<file path="src/rtl/forwarding_unit_if.sv">
// Decode/execute-side signal bundle of the operand forwarding unit.
// master = pipeline side (decode/execute/mem/wb), slave = forwarding unit.
interface forwarding_unit_if #(
  parameter int REG_ADDR_W = 5,
  parameter int DATA_W     = 32
);
  logic                  id_valid;
  logic [REG_ADDR_W-1:0] id_rs1;
  logic [REG_ADDR_W-1:0] id_rs2;
  logic [REG_ADDR_W-1:0] id_rd;
  logic                  id_reg_write;
  logic                  id_mem_read;
  logic                  flush;
  logic [DATA_W-1:0]     mem_alu_res;
  logic [DATA_W-1:0]     wb_data;
  logic                  stall;
  logic                  fw_data_1_valid;
  logic [DATA_W-1:0]     fw_data_1;
  logic                  fw_data_2_valid;
  logic [DATA_W-1:0]     fw_data_2;

  modport master (
    output id_valid, id_rs1, id_rs2, id_rd, id_reg_write, id_mem_read, flush,
           mem_alu_res, wb_data,
    input  stall, fw_data_1_valid, fw_data_1, fw_data_2_valid, fw_data_2
  );

  modport slave (
    input  id_valid, id_rs1, id_rs2, id_rd, id_reg_write, id_mem_read, flush,
           mem_alu_res, wb_data,
    output stall, fw_data_1_valid, fw_data_1, fw_data_2_valid, fw_data_2
  );
endinterface

</file>
<file path="src/rtl/forwarding_unit.sv">
// Execute-stage operand forwarding with load-use stall detection.
// Optional FW_PERF_CNT_EN adds stall_cnt / fwd_cnt performance counters.
module forwarding_unit #(
  parameter int REG_ADDR_W = 5,
  parameter int DATA_W     = 32
) (
  input  logic               clk,
  input  logic               rst,
`ifdef FW_PERF_CNT_EN
  output logic [31:0]        stall_cnt,
  output logic [31:0]        fwd_cnt,
`endif
  forwarding_unit_if.slave   bus
);

  typedef enum logic [1:0] {SEL_NONE, SEL_MEM, SEL_WB} sel_e;

  typedef struct packed {
    logic                  vld;
    logic [REG_ADDR_W-1:0] rd;
    logic                  we;
    logic                  ld;
  } ex_ent_t;

  ex_ent_t               ex_q, ex_d;
  logic                  mem_vld_q, mem_we_q;
  logic [REG_ADDR_W-1:0] mem_rd_q;
  sel_e                  sel1_q, sel1_d, sel2_q, sel2_d;
  logic                  hz, stall;

  // Youngest producer first: the execute entry will sit in MEM when the
  // consumer reaches execute, the memory entry will sit in WB.
  function automatic sel_e pick(input logic [REG_ADDR_W-1:0] rs, input ex_ent_t ex,
                                input logic mv, input logic [REG_ADDR_W-1:0] mrd,
                                input logic mwe);
    pick = SEL_NONE;
    if (rs != '0) begin
      if (ex.vld && ex.we && !ex.ld && ex.rd == rs) pick = SEL_MEM;
      else if (mv && mwe && mrd == rs)              pick = SEL_WB;
    end
  endfunction

  function automatic logic [DATA_W-1:0] fw_mux(input sel_e s, input logic [DATA_W-1:0] m,
                                               input logic [DATA_W-1:0] w);
    case (s)
      SEL_MEM: fw_mux = m;
      SEL_WB:  fw_mux = w;
      default: fw_mux = '0;
    endcase
  endfunction

  assign hz = bus.id_valid && ex_q.vld && ex_q.we && ex_q.ld && (ex_q.rd != '0) &&
              ((ex_q.rd == bus.id_rs1) || (ex_q.rd == bus.id_rs2));
  // A flushed consumer never executes, so it must not hold the front end.
  assign stall     = hz && !bus.flush;
  assign bus.stall = stall;

  always_comb begin
    ex_d   = '0;
    sel1_d = SEL_NONE;
    sel2_d = SEL_NONE;
    if (bus.id_valid && !bus.flush && !stall) begin
      ex_d.vld = 1'b1;
      ex_d.rd  = bus.id_rd;
      ex_d.we  = bus.id_reg_write;
      ex_d.ld  = bus.id_mem_read;
      sel1_d   = pick(bus.id_rs1, ex_q, mem_vld_q, mem_rd_q, mem_we_q);
      sel2_d   = pick(bus.id_rs2, ex_q, mem_vld_q, mem_rd_q, mem_we_q);
    end
  end

  always_ff @(posedge clk) begin
    if (rst) begin
      ex_q      <= '0;
      mem_vld_q <= 1'b0;
      mem_rd_q  <= '0;
      mem_we_q  <= 1'b0;
      sel1_q    <= SEL_NONE;
      sel2_q    <= SEL_NONE;
    end else begin
      ex_q      <= ex_d;
      mem_vld_q <= ex_q.vld;
      mem_rd_q  <= ex_q.rd;
      mem_we_q  <= ex_q.we;
      sel1_q    <= sel1_d;
      sel2_q    <= sel2_d;
    end
  end

  assign bus.fw_data_1_valid = (sel1_q != SEL_NONE);
  assign bus.fw_data_2_valid = (sel2_q != SEL_NONE);
  assign bus.fw_data_1       = fw_mux(sel1_q, bus.mem_alu_res, bus.wb_data);
  assign bus.fw_data_2       = fw_mux(sel2_q, bus.mem_alu_res, bus.wb_data);

`ifdef FW_PERF_CNT_EN
  logic [31:0] stall_cnt_q, fwd_cnt_q;

  always_ff @(posedge clk) begin
    if (rst) begin
      stall_cnt_q <= '0;
      fwd_cnt_q   <= '0;
    end else begin
      stall_cnt_q <= stall_cnt_q + {31'd0, stall};
      fwd_cnt_q   <= fwd_cnt_q + {31'd0, bus.fw_data_1_valid | bus.fw_data_2_valid};
    end
  end

  assign stall_cnt = stall_cnt_q;
  assign fwd_cnt   = fwd_cnt_q;
`endif

endmodule

</file>
<file path="src/flat_wrapper.sv">
// flat-port wrapper written by rule: the top's interface ports become plain ports
module forwarding_unit_flat 
#(
  parameter int REG_ADDR_W = 5,
  parameter int DATA_W     = 32
)
  (clk, rst, bus_id_valid, bus_id_rs1, bus_id_rs2, bus_id_rd, bus_id_reg_write, bus_id_mem_read, bus_flush, bus_mem_alu_res, bus_wb_data, bus_stall, bus_fw_data_1_valid, bus_fw_data_1, bus_fw_data_2_valid, bus_fw_data_2);
  forwarding_unit_if #(.REG_ADDR_W(REG_ADDR_W), .DATA_W(DATA_W)) bus_i ();
  input  logic clk;
  input  logic rst;
  input wire logic [$bits(bus_i.id_valid)-1:0] bus_id_valid;
  input wire logic [$bits(bus_i.id_rs1)-1:0] bus_id_rs1;
  input wire logic [$bits(bus_i.id_rs2)-1:0] bus_id_rs2;
  input wire logic [$bits(bus_i.id_rd)-1:0] bus_id_rd;
  input wire logic [$bits(bus_i.id_reg_write)-1:0] bus_id_reg_write;
  input wire logic [$bits(bus_i.id_mem_read)-1:0] bus_id_mem_read;
  input wire logic [$bits(bus_i.flush)-1:0] bus_flush;
  input wire logic [$bits(bus_i.mem_alu_res)-1:0] bus_mem_alu_res;
  input wire logic [$bits(bus_i.wb_data)-1:0] bus_wb_data;
  output wire logic [$bits(bus_i.stall)-1:0] bus_stall;
  output wire logic [$bits(bus_i.fw_data_1_valid)-1:0] bus_fw_data_1_valid;
  output wire logic [$bits(bus_i.fw_data_1)-1:0] bus_fw_data_1;
  output wire logic [$bits(bus_i.fw_data_2_valid)-1:0] bus_fw_data_2_valid;
  output wire logic [$bits(bus_i.fw_data_2)-1:0] bus_fw_data_2;
  assign bus_i.id_valid = bus_id_valid;
  assign bus_i.id_rs1 = bus_id_rs1;
  assign bus_i.id_rs2 = bus_id_rs2;
  assign bus_i.id_rd = bus_id_rd;
  assign bus_i.id_reg_write = bus_id_reg_write;
  assign bus_i.id_mem_read = bus_id_mem_read;
  assign bus_i.flush = bus_flush;
  assign bus_i.mem_alu_res = bus_mem_alu_res;
  assign bus_i.wb_data = bus_wb_data;
  assign bus_stall = bus_i.stall;
  assign bus_fw_data_1_valid = bus_i.fw_data_1_valid;
  assign bus_fw_data_1 = bus_i.fw_data_1;
  assign bus_fw_data_2_valid = bus_i.fw_data_2_valid;
  assign bus_fw_data_2 = bus_i.fw_data_2;
  forwarding_unit #(.REG_ADDR_W(REG_ADDR_W), .DATA_W(DATA_W)) u_core (.clk(clk), .rst(rst), .bus(bus_i));
endmodule
</file>
<file path="config.mk">
export PLATFORM = sky130hd
export DESIGN_NAME = forwarding_unit_flat
export DESIGN_NICKNAME = d
export VERILOG_FILES = /design/src/rtl/forwarding_unit_if.sv /design/src/rtl/forwarding_unit.sv /design/src/flat_wrapper.sv
export SDC_FILE = /design/constraint.sdc
export NUM_CORES = 1
export LEC_CHECK = 0
export ABC_AREA = 1
export BUFFER_PORTS_ARGS = -buffer_cell sky130_fd_sc_hd__buf_2
export CAP_MARGIN = 10
export CELL_PAD_IN_SITES_DETAIL_PLACEMENT = 1
export CELL_PAD_IN_SITES_GLOBAL_PLACEMENT = 1
export CORE_ASPECT_RATIO = 1.2
export CORE_MARGIN = 2
export CORE_UTILIZATION = 25
export DETAILED_ROUTE_END_ITERATION = 8
export HOLD_SLACK_MARGIN = 0.02
export PLACE_DENSITY_LB_ADDON = 0.1
export SLEW_MARGIN = 25
export SYNTH_ARGS = -nofsm -noshare
export SYNTH_HDL_FRONTEND = slang
export SYNTH_SLANG_ARGS = --single-unit
</file>
<file path="constraint.sdc">
create_clock -name clk -period 2.2 [get_ports clk]
set_input_delay 0.66 -clock clk [delete_from_list [all_inputs] [get_ports clk]]
set_output_delay 0.66 -clock clk [all_outputs]
set_load 0.005 [all_outputs]
</file>
==> flow_metrics.env <==
export IMPL_clkTransAtPathRegs_ns=0.07
export IMPL_portBuffers=151
export IMPL_clk_latency_ns=0.26
export IMPL_wl_per_cell_um=14.9
export IMPL_setup_viol=0
export IMPL_n_fill_cell=1057
export IMPL_hp_class="flop to flop"
export IMPL_antenna_cells=0
export IMPL_cts_sinks=19
export IMPL_start_util=0.260
export IMPL_rows=34
export IMPL_switching_power_w=0.000210
export IMPL_cts_made_buffers=3
export IMPL_vias=2884
export IMPL_async_flop_share=0
export IMPL_grt_pass1_wl_mm=13.4
export IMPL_path_cells="buf_2, nor2_1, nor2_1, nor2_1, nand3b_1, nand2_1, nand2_2, inv_1, buf_2"
export IMPL_antenna_found_initial=0
export IMPL_synth_top_cell_area_share=0.315
export IMPL_viasPerCell=4.75
export IMPL_nets=609
export IMPL_post_place_cells=596
export IMPL_ant_nets=0
export IMPL_root_buffer="clkbuf_8"
export IMPL_grt_usage=0.192
export IMPL_final_cells=607
export IMPL_pwr_share_comb=0.208
export IMPL_p_sw_frac=0.275
export IMPL_synth_cell_type_count=16
export IMPL_peakVddDrop_mv=0.258
export IMPL_utilization=0.419
export IMPL_max_stage_delay_ns=0.13
export IMPL_grt_max_degree=33
export IMPL_pin_count=152
export IMPL_slowest_stage="nor2_1"
export IMPL_drtPass1Iterations=5
export IMPL_drive_gt1_frac=0.373
export IMPL_outcome="finished, final reports clean"
export IMPL_power_leakage_nw=1.44
export IMPL_synth_ff_type="dfxtp_1"
export IMPL_hold_start="u_core.ex_q[7]"
export IMPL_clk_path_buf_depth=2
export IMPL_arrival_ns=1.49
export IMPL_clkPwrFrac=0.328
export IMPL_synth_edff_count=0
export IMPL_syn2layout_area_growth_pct=61.0
export IMPL_die_area_mm2=0.00834
export IMPL_yosys_warnings=0
export IMPL_ys_seq_area_frac=0.200
export IMPL_fin_crit_sh=0.977
export IMPL_grt_pass1_vias=2750
export IMPL_drt_total_wl_mm=9.05
export IMPL_max_freq_ghz=0.465
export IMPL_multiInputGateArea_mm2=0.00137
export IMPL_rsz0062_at_grt="yes"
export IMPL_syn_area_per_cell_um2=5.21
export IMPL_netlist_top_cell_by_area="nand2_1"
export IMPL_postCtsHoldBufs=0
export IMPL_cap_violations=0
export IMPL_tritoncts="built"
export IMPL_synth_common_cells="nand2_1 (160), a21oi_1 (65), inv_1 (38), nor2_1 (31)"
export IMPL_critPathLaunch="bus_id_rs1[0]"
export IMPL_tns_ns=0
export IMPL_final_seq_area_um2=385
export IMPL_pwr_share_seq=0.465
export IMPL_die_x_um=83.7
export IMPL_hold_violations=0
export IMPL_crit_path_start_kind="input pin"
export IMPL_power_density_mw_per_mm2=249
export IMPL_drt_iter0_markers=71
export IMPL_synthesis_nets=457
export IMPL_p_int_w=0.000554
export IMPL_r2r_start="u_core.ex_q[3]"
export IMPL_postSynthCellCount=366
export IMPL_worstPathMaxFanout=4
export IMPL_relSlewSlack=0.808
export IMPL_path_class="input pin to output pin"
export IMPL_dieHeight_um=99.6
export IMPL_cp_common_cell="nor2_1"
export IMPL_synth_most_common_cell="nand2_1"
export IMPL_min_period_ns=2.15
export IMPL_netlist_area_mm2=0.00191
export IMPL_worstPathRequired_ns=1.54
export IMPL_dp_hpwl_mm=6.61
export IMPL_worst_slew_pin_slew_ns=0.287
export IMPL_ys_top_cells_by_area="nand2_1 (32%), dfxtp_1 (20%), a21oi_1 (17%)"
export IMPL_endpoint_kind="output pin"
export IMPL_ys_ff_latch=19
export IMPL_drc=0
export IMPL_h_tree_depth=1
export IMPL_core_area_mm2=0.00732
export IMPL_finalMaxSlewViolations=0
export IMPL_grt_overflow_total=0
export IMPL_skew_ns=0.00228
export IMPL_place_congestion=0.852
[cells in the final DEF (no fill, tap or decap)]
cell / n
o21ai_0: 2
nand3b_1: 1
clkinv_2: 1
nand3_1: 8
ha_1: 4
nand2_2: 1
ha_4: 1
nand3_4: 1
inv_1: 35
nor2_1: 28
clkbuf_8: 3
nor2_2: 3
dfxtp_1: 15
a21oi_1: 56
ha_2: 1
xnor2_1: 8
buf_2: 151
buf_12: 6
nand4_1: 3
inv_2: 3
a21oi_2: 9
xor2_1: 1
nand2_1: 160
clkbuf_16: 4
dfxtp_2: 4
nor3_1: 3
buf_4: 5
[layout make-up]
cell class,instances,share of cell area
Clock buffer,3,0.0135
Clock inverter,1,0.00163
Inverter,38,0.0465
Multi-Input combinational cell,290,0.446
Sequential cell,19,0.126
Tap cell,90,0.0367
Timing Repair Buffer,166,0.330
[critical path: cells and delay by family]
kind	cells	cell delay, ns
buffers and inverters	3	0.27
AND/OR/NAND/NOR	6	0.56
[state kept, by name, indices dropped and copies added (netlist names)]
name / cells
u_core.sel1_q: 2
u_core.sel2_q: 2
u_core.mem_we_q: 1
u_core.mem_rd_q: 5
u_core.mem_vld_q: 1
u_core.ex_q: 8
[worst paths after layout]
path / slack, ns / depth (start not counted) / end
min reg2reg: 0.43 / 2 / u_core.mem_vld_q
min: 0.43 / 2 / u_core.mem_vld_q
max: 0.05 / 9 / bus_stall
max reg2reg: 0.79 / 10 / u_core.sel1_q[0]
[cells by family after synthesis]
kind of cell,share of synthesized area
and+or+nand+nor,0.431
adders and majority gates,0.0394
xor gates and xnor gates,0.0414
DFF,0.200
buffers and inverters,0.112
AOI/OAI and AO/OA,0.176
[repair_timing]
action | 4_1_cts | 5_1_grt
buffers inserted | 0 | 3
setup endpoints to repair | 1 | 45
cloned | 0 | 4
resized for setup | 1 | 21
pin swaps | 0 | 3
[metal layers]
metal  vias up  wire length [um]  part of all wire  global-route usage
met4         0               193             0.021              0.0471
met1      1334              3550              0.39               0.237
met2       102              4820              0.53               0.361
met3        14               489             0.054              0.0149
met5         -                 0                 0                   0
li1       1434                 -                 -                   -
[power by group through the flow]
| stage | Combinational, W | Sequential [W] | Clock [W] |
|---|---|---|---|
| floorplan | 0.0000477 | 0.000362 | 0 |
| global placement | 0.000152 | 0.000363 | 0 |
| detailed placement | 0.000156 | 0.000363 | 0 |
| CTS | 0.000158 | 0.000355 | 0.000258 |
| global route | 0.000180 | 0.000356 | 0.000271 |
| finish | 0.000159 | 0.000355 | 0.000250 |
[stage by stage]
stage	total power [W]	worst slack (ns)	hold slack (ns)	cell area, um^2
after global routing	0.000807	-0.0430	0.445	3070
after CTS	0.000771	0.0219	0.433	2890
after global placement	0.000516	0.0317	0.416	2840
after detailed placement	0.000520	0.00351	0.421	2840
after floorplan	0.000410	0.349	0.403	1910
final	0.000765	0.0500	0.429	3070
No activity file was read; power rests on OpenSTA's default activity.
